--- src/rtl/sseg_scan_decoder.sv ---
// Receive-side decoder for a multiplexed four-digit seven-segment bus.
// Qualifies each digit after a stable dwell, decodes it to BCD and publishes whole frames.
module sseg_scan_decoder #(
  parameter int unsigned STABLE_CYCLES = 16
) (
  input  logic        clk,
  input  logic        rst,
  input  logic [7:0]  sseg_in,
  input  logic [3:0]  an_in,
  output logic [15:0] digits,
  output logic [3:0]  dp,
  output logic [3:0]  err,
  output logic        frame_err,
  output logic        frame_valid
);

  typedef enum logic {COLLECT = 1'b0, PUBLISH = 1'b1} state_t;

  localparam logic [15:0] CNT_MAX  = 16'(STABLE_CYCLES);
  localparam logic [15:0] CNT_LAST = 16'(STABLE_CYCLES - 1);

  // Returns {invalid, value}; the dp bit is already stripped by the caller.
  function automatic logic [4:0] seg_decode(input logic [6:0] seg);
    logic [4:0] res;
    res = 5'b1_1111;
    case (seg)
      7'h7E: res = 5'h00;
      7'h30: res = 5'h01;
      7'h6D: res = 5'h02;
      7'h79: res = 5'h03;
      7'h33: res = 5'h04;
      7'h5B: res = 5'h05;
      7'h5F: res = 5'h06;
      7'h70: res = 5'h07;
      7'h7F: res = 5'h08;
      7'h7B: res = 5'h09;
      default: res = 5'b1_1111;
    endcase
    return res;
  endfunction

  // Returns {exactly_one_selected, digit_index} for an active-low anode vector.
  function automatic logic [2:0] anode_sel(input logic [3:0] an);
    logic [2:0] res;
    res = 3'b000;
    case (an)
      4'b1110: res = 3'b100;
      4'b1101: res = 3'b101;
      4'b1011: res = 3'b110;
      4'b0111: res = 3'b111;
      default: res = 3'b000;
    endcase
    return res;
  endfunction

  logic [3:0]  an_q, an_p1;
  logic [7:0]  sseg_q, sseg_p1;
  logic [15:0] stable_cnt;
  logic        same, cap_stb, cap_ok, cap_acc, cap_err;
  logic [1:0]  cap_idx;
  logic [3:0]  cap_val;
  logic [15:0] shadow_val;
  logic [3:0]  shadow_dp, shadow_err;
  logic [3:0]  seen, seen_nxt;
  state_t      state, state_nxt;

  // Stage p0: input registers and their one-cycle-old copy for the stability compare
  always_ff @(posedge clk or posedge rst) begin
    if (rst) begin
      an_q       <= 4'hF;
      sseg_q     <= 8'h00;
      an_p1      <= 4'hF;
      sseg_p1    <= 8'h00;
      stable_cnt <= 16'd0;
    end else begin
      an_q    <= an_in;
      sseg_q  <= sseg_in;
      an_p1   <= an_q;
      sseg_p1 <= sseg_q;
      if (!same)
        stable_cnt <= 16'd0;
      else if (stable_cnt != CNT_MAX)
        stable_cnt <= stable_cnt + 16'd1;
    end
  end

  assign same    = (an_q == an_p1) && (sseg_q == sseg_p1);
  assign cap_stb = same && (stable_cnt == CNT_LAST);
  assign {cap_ok, cap_idx}  = anode_sel(an_q);
  assign cap_acc = cap_stb && cap_ok;
  assign {cap_err, cap_val} = seg_decode(sseg_q[7:1]);

  // Stage p1: per-digit shadow frame
  always_ff @(posedge clk or posedge rst) begin
    if (rst) begin
      shadow_val <= 16'h0000;
      shadow_dp  <= 4'h0;
      shadow_err <= 4'h0;
    end else if (cap_acc) begin
      shadow_val[{cap_idx, 2'b00} +: 4] <= cap_val;
      shadow_dp[cap_idx]                <= sseg_q[0];
      shadow_err[cap_idx]               <= cap_err;
    end
  end

  // A capture landing in the PUBLISH cycle starts the next frame's seen set.
  always_comb begin
    seen_nxt = (state == PUBLISH) ? 4'h0 : seen;
    if (cap_acc)
      seen_nxt[cap_idx] = 1'b1;
    state_nxt = state;
    if (state == COLLECT) begin
      if (seen_nxt == 4'hF)
        state_nxt = PUBLISH;
    end else begin
      state_nxt = COLLECT;
    end
  end

  always_ff @(posedge clk or posedge rst) begin
    if (rst) begin
      seen  <= 4'h0;
      state <= COLLECT;
    end else begin
      seen  <= seen_nxt;
      state <= state_nxt;
    end
  end

  // Stage p2: published frame
  always_ff @(posedge clk or posedge rst) begin
    if (rst) begin
      digits      <= 16'h0000;
      dp          <= 4'h0;
      err         <= 4'h0;
      frame_err   <= 1'b0;
      frame_valid <= 1'b0;
    end else begin
      frame_valid <= (state == PUBLISH);
      if (state == PUBLISH) begin
        digits    <= shadow_val;
        dp        <= shadow_dp;
        err       <= shadow_err;
        frame_err <= |shadow_err;
      end
    end
  end

endmodule

--- config.mk ---
export PLATFORM = sky130hd
export DESIGN_NAME = sseg_scan_decoder
export DESIGN_NICKNAME = d
export VERILOG_FILES = /design/src/rtl/sseg_scan_decoder.sv
export SDC_FILE = /design/constraint.sdc
export NUM_CORES = 1
export LEC_CHECK = 0
export CAP_MARGIN = 15
export CORE_AREA = 2 2 89 91
export DETAILED_ROUTE_END_ITERATION = 16
export DIE_AREA = 0 0 91 93
export HOLD_SLACK_MARGIN = 0.1
export PLACE_DENSITY = 0.78
export SYNTH_ARGS = -nofsm -noshare
export SYNTH_HDL_FRONTEND = slang
export SYNTH_SLANG_ARGS = --single-unit
--- constraint.sdc ---
create_clock -name clk -period 4.2 [get_ports clk]
set_clock_uncertainty 0.05 [all_clocks]
set_input_delay 0.63 -clock clk [delete_from_list [all_inputs] [get_ports clk]]
set_output_delay 0.63 -clock clk [all_outputs]
set_load 0.02 [all_outputs]
==> results by group <==
Floorplan
  – IO Count: 40
  – # rows: 32
  – Initial Util: 55.85%
  – Die Y-Extent: 93 um
  – Die Wd: 91 um
  – DIE AREA: 8463 um2
  – Core area: 7527 um2

Synth
  – Distinct cells, synth: 48
  – Synthesized instance count: 353
  – Synth top area share: 51.79%
  – Post-synth top area cell: dfrtp_1
  – Top post-synthesis cells by area: dfrtp_1 (52%), mux2_2 (10%), dfstp_2 (5.0%)
  – Synthesized area per cell: 11.91 um2
  – Flip-flop and latch count after synthesis: 95
  – Mapped cell area: 4204 um2
  – Post-synth net total: 375
  – Post-synthesis sequential area ratio: a little under three fifths
  – Synth Warn #: 0

STA
  – Max_slew headroom: between 40% and 50%
  – Max Freq: 384.7 MHz
  – Count of final setup violators: 0
  – Slew Viols, Final: 0
  – Worst-margin pin slew: 0.8113 ns
  – Final period util: about three fifths
  – Final min period: around 2.6 ns
  – Setup Total Neg Slack: 0 ns
  – Final hold vios: 0
  – Fin worst setup slack: 1.600 ns
  – RSZ-0062 raised after global routing: false

Route
  – Vias per cell: 5.591
  – Routed len/inst: 14.63 um
  – Vias: 2790
  – DR DRC count: 0
  – DRT Wirelength: 7.302 mm
  – DR iter-0 viols: 196
  – Remaining antenna violation count: 0
  – Initial DRT Pass Iterations: 4

Clock tree
  – CTS max path bufs: 2
  – Post-CTS Resized: 0
  – Htree depth: 3
  – CTS buffer count: 9
  – Post-CTS Setup Bufs: 0
  – CTS clock-pin slew for the worst setup and hold paths: 0.09 ns
  – Hold buffers post-CTS: 0
  – Clock sinks: 95
  – CTS root buf: clkbuf_8
  – Clk_lat worst skew: 0.36 ns
  – TritonCTS clock tree: built

Setup path
  – CP endpoint kind: flip-flop
  – FF-to-FF path depth: 5
  – Worst r2r dst: shadow_err[3]
  – Req. time, crit path: 4.40 ns
  – Worst reg2reg startpoint: sseg_q[3]
  – Setup CP Type: reg -> reg
  – Reg-to-reg slack, setup: 1.60 ns
  – Startpoint Class: flip-flop
  – Worst path arrival time: 2.80 ns
  – CP max FO: 19

Pwr
  – Seq pwr share: 58.5%
  – Power Density: 329.8 nW/um2
  – Sw Share: 23.30%
  – Pleak: 0.002183 uW
  – Combinational Power Share: approximately 4.8%
  – Worst vdd ir: 259.5 uV
  – Internal power: between 1000 and 1500 uW
  – Psw: between 300 and 400 uW
  – Clk pwr share: 36.7%

Place
  – I/O Buffers: 39
  – Area after DPL: about 4700 um2
  – Gpl congestion: roughly 0.96
  – HPWL Detailed: 5.037 mm
  – Pre-CTS setup slack: between 1.5 and 2 ns

Min path
  – Hold Path End: an_p1[0]
  – Worst hold path type: reg -> reg
  – Hold Path Depth: 0
  – Hold Crit Start: an_q[0]

Global routing
  – Largest net degree at the start of global routing: slightly below 50
  – Initial antenna violation count: 0
  – First-pass GRT wire length: 12.71 mm
  – Number of global-route vias before repair: 2682
  – Overflow after GRT: 0
  – Total global-route track usage: 18.97%

Cells and area
  – Share of layout cells above drive strength 1: 20.65%
  – Commonest non-fill, non-tap cell in the layout: dfrtp_1
  – Area Growth Syn to Fin: 16.37%
  – Cell area after layout: approximately 4900 um2
  – Ant. Diodes: 0
  – Most frequent cells in the layout: dfrtp_1 (87), clkdlybuf4s50_1 (39), mux2_2 (38)
  – FILL cells: 615
  – Nets: 414

Flow run
  – Max-Cap Viols: 0

Status
  – Status: finished, final reports clean
routing by layer:
layer	vias up	share of wire (%)	routed length, um	track usage (%)
li1	1318	-	-	-
met1	1376	47	3405	26.98
met2	81	47	3414	28.95
met3	15	4.5	327	4.512
met4	0	2.1	155	6.439
met5	-	0	0	0
kinds of logic after synthesis:
group	after synthesis	synth area share (%)
XOR/XNOR	27	5.625
adder cells (fa/ha/maj)	8	2.381
AND/OR/NAND/NOR	112	14.61
buffers and inverters	31	3.125
multiplexers	41	11.13
AO/OA/AOI/OAI	39	6.339
flip-flops	95	56.79
worst max-delay path, cell delays in order (launching register included):
cell,delay [ns]
dfrtp_1,0.46
xor2_1,0.19
nor4_1,0.38
and3_1,0.71
nand3_1,0.35
mux2_2,0.36
worst max path at each step:
stage | start | end | depth (start not counted)
finish | sseg_q[3] | shadow_err[3] | 5
global route | an_q[0] | shadow_dp[3] | 5
floorplan | rst | digits[0] | 1
CTS | sseg_q[6] | shadow_err[3] | 5
global placement | sseg_q[6] | shadow_val[12] | 5
detailed placement | sseg_q[6] | shadow_dp[3] | 5
layout make-up:
| type | instances | area (um2) | share of cell area, % |
|---|---|---|---|
| clock buffers | 9 | 123.9 | 2.532 |
| flip-flops and latches | 95 | 2387 | 48.80 |
| clock inverters | 7 | 70.07 | 1.432 |
| repair buffers | 42 | 432.9 | 8.849 |
| inverters | 17 | 65.06 | 1.330 |
| multi-input cells | 227 | 1685 | 34.45 |
| well taps | 102 | 127.6 | 2.609 |
cell usage after synthesis (all sizes together):
cell      n
o32ai     2
mux2i     1
xnor2     6
ha        8
dfstp     8
nand3    18
xor2     21
buf       9
nor4      9
nor2b     1
a32oi     1
o21bai    2
or4b      1
a21oi     7
o32a      1
nand2b    6
o22a      3
and4      2
nand4     8
or3       3
and3      2
o22ai     1
o211ai    1
a31o      4
o311a     1
or2       2
or3b      3
a31oi     4
clkbuf    5
nor3      7
a21o      1
inv      17
nand3b    3
and4bb    1
and2      1
nand2    13
mux2     40
or4       1
nor2     31
o21ai     9
o2bb2ai   2
dfrtp    87
power by group through the flow:
stage,logic (uW),registers [uW],clock network (uW)
2_1_floorplan,55.7,955,0
3_3_place_gp,77.2,961,0
3_5_place_dp,78.6,962,0
4_1_cts,79.0,944,604
5_1_grt,88.8,947,653
6_report,77.3,944,592
sequential cells by signal (all words and copies together) (netlist names), 8 cells and up:
| name | count |
|---|---|
| stable_cnt | 16 |
| sseg_q | 8 |
| sseg_p1 | 8 |
| digits | 16 |
| shadow_val | 16 |
metrics by stage:
step / std cells / hold WS (ns) / util (%) / total power, uW
after floorplan: 353 / 0.2987 / - / 1011
after CTS: 498 / 0.3587 / 64.63 / 1628
after detailed placement: 482 / 0.3477 / 62.05 / 1041
final: 499 / 0.3541 / 64.99 / 1614
after global placement: 482 / 0.3373 / 62.05 / 1039
after global routing: 499 / 0.3683 / 64.99 / 1688
No activity file was read; power rests on OpenSTA's default activity.
